<file path="src/rtl/syncs_pkg.sv">
// syncs_pkg: shared types and widths for the syncs_stim handshake initiator.
//   stim_state_e : initiator state encoding
//   DEF_TIMEOUT  : default acknowledgement timeout in cycles
//   TO_W         : timeout counter width for the default timeout
//   to_width()   : timeout counter width for an arbitrary timeout
package syncs_pkg;

    typedef enum logic [3:0] {
        IDLE,
        DRV_A,
        GAP,
        DRV_B,
        WAIT_E,
        DRV_D,
        WAIT_F,
        FIN,
        ERR
    } stim_state_e;

    localparam int DEF_TIMEOUT = 16;

    function automatic int to_width(input int timeout);
        return $clog2(timeout + 1);
    endfunction

    localparam int TO_W = $clog2(DEF_TIMEOUT + 1);

endpackage

</file>
<file path="src/rtl/syncs_ack_det.sv">
// syncs_ack_det: toggle-edge detector for a responder acknowledgement.
//   clk       : rising-edge clock
//   rst       : synchronous active-high reset
//   tog_in    : toggling acknowledgement from the responder
//   pulse_out : high in any cycle where tog_in differs from its last sampled value
module syncs_ack_det (
    input  logic clk,
    input  logic rst,
    input  logic tog_in,
    output logic pulse_out
);

    logic tog_q;

    // Reset captures the live input, so a toggle that happens while reset is
    // held is absorbed and never shows up as an edge after release.
    always_ff @(posedge clk) begin
        if (rst) begin
            tog_q <= tog_in;
        end else begin
            tog_q <= tog_in;
        end
    end

    assign pulse_out = tog_in ^ tog_q;

endmodule

</file>
<file path="src/rtl/syncs_stim.sv">
// syncs_stim: initiator for the sequence-triggered responder handshake.
// Each transaction pulses a, pulses b GAP cycles later, waits for an e toggle,
// raises d, then waits for an f toggle. Runs num_txn transactions per start.
//   clk, rst  : clock and synchronous active-high reset
//   start     : begin a run (accepted only in IDLE or ERR)
//   num_txn   : transactions to run, captured on an accepted start
//   e_in,f_in : responder toggle acknowledgements
//   a, b, d   : handshake outputs
//   busy      : high outside IDLE and ERR
//   done      : one-cycle pulse at the end of a run
//   err       : sticky timeout flag, cleared by the next accepted start
//   txn_count : transactions completed in the current run
module syncs_stim
    import syncs_pkg::*;
#(
    parameter int GAP     = 2,
    parameter int TIMEOUT = 16,
    parameter int CNT_W   = 8
) (
    input  logic             clk,
    input  logic             rst,
    input  logic             start,
    input  logic [CNT_W-1:0] num_txn,
    input  logic             e_in,
    input  logic             f_in,
    output logic             a,
    output logic             b,
    output logic             d,
    output logic             busy,
    output logic             done,
    output logic             err,
    output logic [CNT_W-1:0] txn_count
);

    localparam int TMR_W = (TIMEOUT == DEF_TIMEOUT) ? TO_W : to_width(TIMEOUT);
    localparam logic [TMR_W-1:0] TO_LAST  = TMR_W'(TIMEOUT - 1);
    localparam logic [3:0]       GAP_LAST = 4'((GAP > 1) ? GAP - 2 : 0);

    stim_state_e      state, state_nxt;
    logic [TMR_W-1:0] tmr;
    logic [3:0]       gcnt;
    logic [CNT_W-1:0] target;
    logic [CNT_W-1:0] cnt_inc;
    logic             e_ack, f_ack;
    logic             start_ok, inc;

    syncs_ack_det u_e_det (
        .clk       (clk),
        .rst       (rst),
        .tog_in    (e_in),
        .pulse_out (e_ack)
    );

    syncs_ack_det u_f_det (
        .clk       (clk),
        .rst       (rst),
        .tog_in    (f_in),
        .pulse_out (f_ack)
    );

    assign cnt_inc = txn_count + CNT_W'(1);

    // The enum literal GAP is shadowed by the parameter of the same name,
    // so the state is always referenced through the package scope.
    always_comb begin
        state_nxt = state;
        start_ok  = 1'b0;
        inc       = 1'b0;
        case (state)
            IDLE, ERR: begin
                if (start) begin
                    start_ok  = 1'b1;
                    state_nxt = (num_txn == '0) ? FIN : DRV_A;
                end
            end
            DRV_A:         state_nxt = (GAP == 1) ? DRV_B : syncs_pkg::GAP;
            syncs_pkg::GAP: if (gcnt == GAP_LAST) state_nxt = DRV_B;
            DRV_B:         state_nxt = WAIT_E;
            WAIT_E: begin
                // An ack in the final timeout cycle still wins.
                if (e_ack)               state_nxt = DRV_D;
                else if (tmr == TO_LAST) state_nxt = ERR;
            end
            DRV_D:         state_nxt = WAIT_F;
            WAIT_F: begin
                if (f_ack) begin
                    inc       = 1'b1;
                    state_nxt = (cnt_inc == target) ? FIN : DRV_A;
                end else if (tmr == TO_LAST) begin
                    state_nxt = ERR;
                end
            end
            FIN:           state_nxt = IDLE;
            default:       state_nxt = IDLE;
        endcase
    end

    // Outputs are registered decodes of the next state so they line up
    // exactly with the state they describe.
    always_ff @(posedge clk) begin
        if (rst) begin
            state     <= IDLE;
            a         <= 1'b0;
            b         <= 1'b0;
            d         <= 1'b0;
            busy      <= 1'b0;
            done      <= 1'b0;
            err       <= 1'b0;
            txn_count <= '0;
            target    <= '0;
            tmr       <= '0;
            gcnt      <= '0;
        end else begin
            state <= state_nxt;
            a     <= (state_nxt == DRV_A);
            b     <= (state_nxt == DRV_B);
            d     <= (state_nxt == DRV_D) || (state_nxt == WAIT_F);
            busy  <= (state_nxt != IDLE) && (state_nxt != ERR);
            done  <= (state_nxt == FIN);
            err   <= (state_nxt == ERR);

            if (start_ok) begin
                target    <= num_txn;
                txn_count <= '0;
            end else if (inc) begin
                txn_count <= cnt_inc;
            end

            // Counters run only while staying in their state, so every
            // entry starts them from zero.
            if (((state == WAIT_E) || (state == WAIT_F)) && (state_nxt == state))
                tmr <= tmr + TMR_W'(1);
            else
                tmr <= '0;

            if ((state == syncs_pkg::GAP) && (state_nxt == syncs_pkg::GAP))
                gcnt <= gcnt + 4'd1;
            else
                gcnt <= '0;
        end
    end

endmodule

</file>
<file path="config.mk">
export PLATFORM = sky130hd
export DESIGN_NAME = syncs_stim
export DESIGN_NICKNAME = d
export VERILOG_FILES = /design/src/rtl/syncs_pkg.sv /design/src/rtl/syncs_ack_det.sv /design/src/rtl/syncs_stim.sv
export SDC_FILE = /design/constraint.sdc
export NUM_CORES = 1
export LEC_CHECK = 0
export ABC_CLOCK_PERIOD_IN_PS = 1960
export CORE_UTILIZATION = 41
export DETAILED_ROUTE_END_ITERATION = 8
export PLACE_DENSITY = 0.68
export SLEW_MARGIN = 20
export SYNTH_ARGS = -nofsm -noshare
export SYNTH_HDL_FRONTEND = slang
export SYNTH_HIERARCHICAL = 1
export SYNTH_SLANG_ARGS = --single-unit
</file>
<file path="constraint.sdc">
create_clock -name clk -period 1.96 [get_ports clk]
set_clock_uncertainty 0.1 [all_clocks]
set_input_delay 0.294 -clock clk [delete_from_list [all_inputs] [get_ports clk]]
set_output_delay 0.294 -clock clk [all_outputs]
set_load 0.005 [all_outputs]
</file>
==> summary.txt, run 1 <==
Status
  – Outcome: finished, final reports clean

STA
  – Hold WS: 0.370 ns
  – Min Clock Period, post-route: 1.89 ns
  – Max transition margin: 66.6%
  – Endpoints failing setup: 0
  – Actual slew at the worst max-slew pin: 0.500 ns
  – Final period utilization: 96.5%
  – F_max: 529 MHz
  – Setup ws final: 0.0691 ns
  – Setup TNS: 0 ns
  – Hold Vio Cnt, Final: 0
  – Count of final max-slew check failures: 0
  – RSZ-0062 raised after global routing: yes

Synth
  – Syn Inst Count: 207
  – Post-synth top area share: 40.8%
  – Top-count cell post-synth: dfxtp_1
  – Avg Inst Size Synth: 8.77 µm²
  – Mapped Area: 1820 µm²
  – Top cells by count, synth: dfxtp_1, nand2_1, nor2_1
  – Area leader, netlist: dfxtp_1
  – Async set-reset flop share out of synthesis: 0%
  – Number of flops mapped to enable cells by yosys: 0
  – Netlist cell types: 46
  – Synth Warn #: 6
  – Post-synthesis sequential area ratio: 40.8%
  – Syn nets: 225
  – Top FF cell, synth: dfxtp_1
  – Area contributors post-synth: dfxtp_1, xnor2_1, nand2_1, nor2_1, a21oi_1
  – FF+latch count, synth: 37

Clock tree
  – Depth of the CTS H-tree: 2
  – Worst-Skew Late Latency: 0.29 ns
  – CTS buffer count: 5
  – CTS Sinks: 37
  – Clock slew at reported path FFs: 0.08 ns
  – CTS tree: built
  – Clock buffer depth: 2
  – Clk root buf: clkbuf_8
  – Hold-fix buffers at CTS: 0

Detailed routing
  – DR pass1 iterations: 4
  – Antenna Nets Post-Route: 0
  – DRC viols: 0
  – Via density: 5.15
  – Drt total wl: 3810 µm
  – Wire per inst: 12.7 µm
  – Via count: 1,544
  – Drt initial violations: 109

Critical path
  – CP startpoint kind: input port
  – CP required: 2.07 ns
  – Reg2reg start: tmr[0]$_SDFF_PP0_
  – Critical path class: in2reg
  – Crit Path Max Fanout: 5
  – R2R Setup Slk: 0.13 ns
  – Critical path origin: f_in
  – Worst Setup End Kind: flop
  – Critical Path AT: 2.00 ns

Final layout
  – Final Instance Count excl. Fillers: 300
  – Area of the multi-input gates: 1060 µm²
  – Area growth, synth to finish: 32.3%
  – Antenna cells: 0
  – Post-Layout Inst Area: 2400 µm²
  – Layout cell share with drive strength beyond 1: 18.8%
  – Fillers: 367
  – Fin util: 58.3%
  – FF/Latch Area: 742 µm²
  – Nets: 267

Global routing
  – First-pass GRT wire length: 6310 µm
  – Initial antenna violation count: 0
  – GRT Util Overall: 18.6%
  – GRT Residual Overflow: 0
  – Largest net degree at the start of global routing: 12
  – Vias in the first global route: 1,433

Run
  – Max-cap violations: 0

Pwr
  – Switching Fraction: 26.3%
  – Pint: 1.23 mW
  – IR drop worst, VDD: 0.458 mV
  – Combinational fraction of design power: 16.0%
  – Clock Power Share: 34.7%
  – Power density over the cells: 698 nW/µm²
  – Sequential share of power: 49.3%
  – Pwr Total: 1.68 mW
  – Static leakage power: 0.909 nW
  – Sw power: 0.440 mW

Placed design
  – PortBufs: 26
  – Worst slack at placement: -0.243 ns
  – Area post-placement: 2210 µm²
  – Routability cong.: 0.823
  – Placed Cells: 291
  – Final HPWL DP: 2810 µm

Floorplan
  – DIE AREA: 4700 µm²
  – Row count: 23
  – Initial Util: 44.1%
  – Core Footprint: 4120 µm²
  – Chip width: 68.5 µm
  – Ports: 27
  – Die H: 68.5 µm

Worst hold path
  – Worst min path class: reg2reg
  – Hold path startpoint: target[7]$_SDFFE_PP0P_
## worst max-delay path: stages
cell and delay [ns]:
clkdlybuf4s50_1 0.45, xor2_2 0.19, buf_4 0.16, nor4b_4 0.34, o2bb2ai_1 0.27, inv_1 0.10
a311oi_2 0.19
## kinds of logic (layout without fill, tap and decap cells)
logic type                 count (synthesis)  in the layout  synth area share (%)
adders and majority gates                  5              5                  3.45
buffers and inverters                     19             62                  4.89
xor gates and xnor gates                  21             21                  10.1
AOI/OAI and AO/OA                         33             33                  12.3
and+or+nand+nor                           92             92                  28.4
DFF                                       37             37                  40.8
## path summary, 6_finish.rpt
check             cells past startpoint                      to
setup / recovery                      7            d$_SDFF_PP0_
setup reg to reg                      8            a$_SDFF_PP0_
hold reg to reg                       2  target[7]$_SDFFE_PP0P_
hold / removal                        2  target[7]$_SDFFE_PP0P_
## power groups by stage
stage,Combinational (mW),Sequential (mW),Clock [mW]
floorplan,0.164,0.826,0
global placement,0.244,0.839,0
detailed placement,0.243,0.839,0
CTS,0.249,0.822,0.602
global route,0.293,0.830,0.639
finish,0.268,0.826,0.581
## per-layer routing
| metal | routed length, µm | vias up | track usage (%) | share of wire [%] |
|---|---|---|---|---|
| li1 | - | 791 | - | - |
| met1 | 1830 | 709 | 22.8 | 48 |
| met2 | 1680 | 29 | 28.2 | 44 |
| met3 | 131 | 15 | 5.43 | 3.4 |
| met4 | 165 | 0 | 12.0 | 4.3 |
| met5 | 0 | - | 0 | 0 |
## registers in the layout (all words and copies together), names as in the netlist
register       count
a                  1
b                  1
busy               1
d                  1
done               1
err                1
gcnt               4
state              4
target             8
tmr                5
txn_count          8
u_e_det/tog_q      1
u_f_det/tog_q      1
## placed cells by master (no fill, tap or decap), types with 3 or more instances in the layout
master | netlist | final
dfxtp_1 | 37 | 36
clkdlybuf4s50_1 | 0 | 26
nand2_1 | 25 | 25
nor2_1 | 24 | 24
buf_4 | 0 | 18
a21oi_1 | 17 | 16
xnor2_1 | 12 | 11
inv_1 | 10 | 10
xor2_1 | 9 | 7
clkbuf_8 | 0 | 7
nand3_1 | 6 | 6
nor3b_1 | 4 | 4
ha_1 | 5 | 4
and3_1 | 3 | 3
nor4_1 | 4 | 3
nand2b_1 | 3 | 3
## timing repair
action                                  4_1_cts  5_1_grt
resized for setup                             1       13
setup buffers                                 0        1
endpoints found under the setup margin        1       16
pin swaps                                     0        5
## layout make-up
class                   instances  share of cell area [%]
well taps                      50                    2.61
clock buffers                   7                    4.01
clock inverters                 1                   0.208
repair buffers                 44                    16.5
flip-flops and latches         37                    30.9
inverters                      10                    1.56
multi-input cells             151                    44.2
Note: power is estimated with default switching activity, not from simulation.
==> inputs of run 2 (changes only) <==
--- a/constraint.sdc
+++ b/constraint.sdc
@@ -4,2 +4,2 @@
 set_output_delay 0.294 -clock clk [all_outputs]
-set_load 0.005 [all_outputs]
+set_load 0.01 [all_outputs]
==> results of run 2 <==
The final DEF is identical to that of run 1. Status: finished, final reports clean.
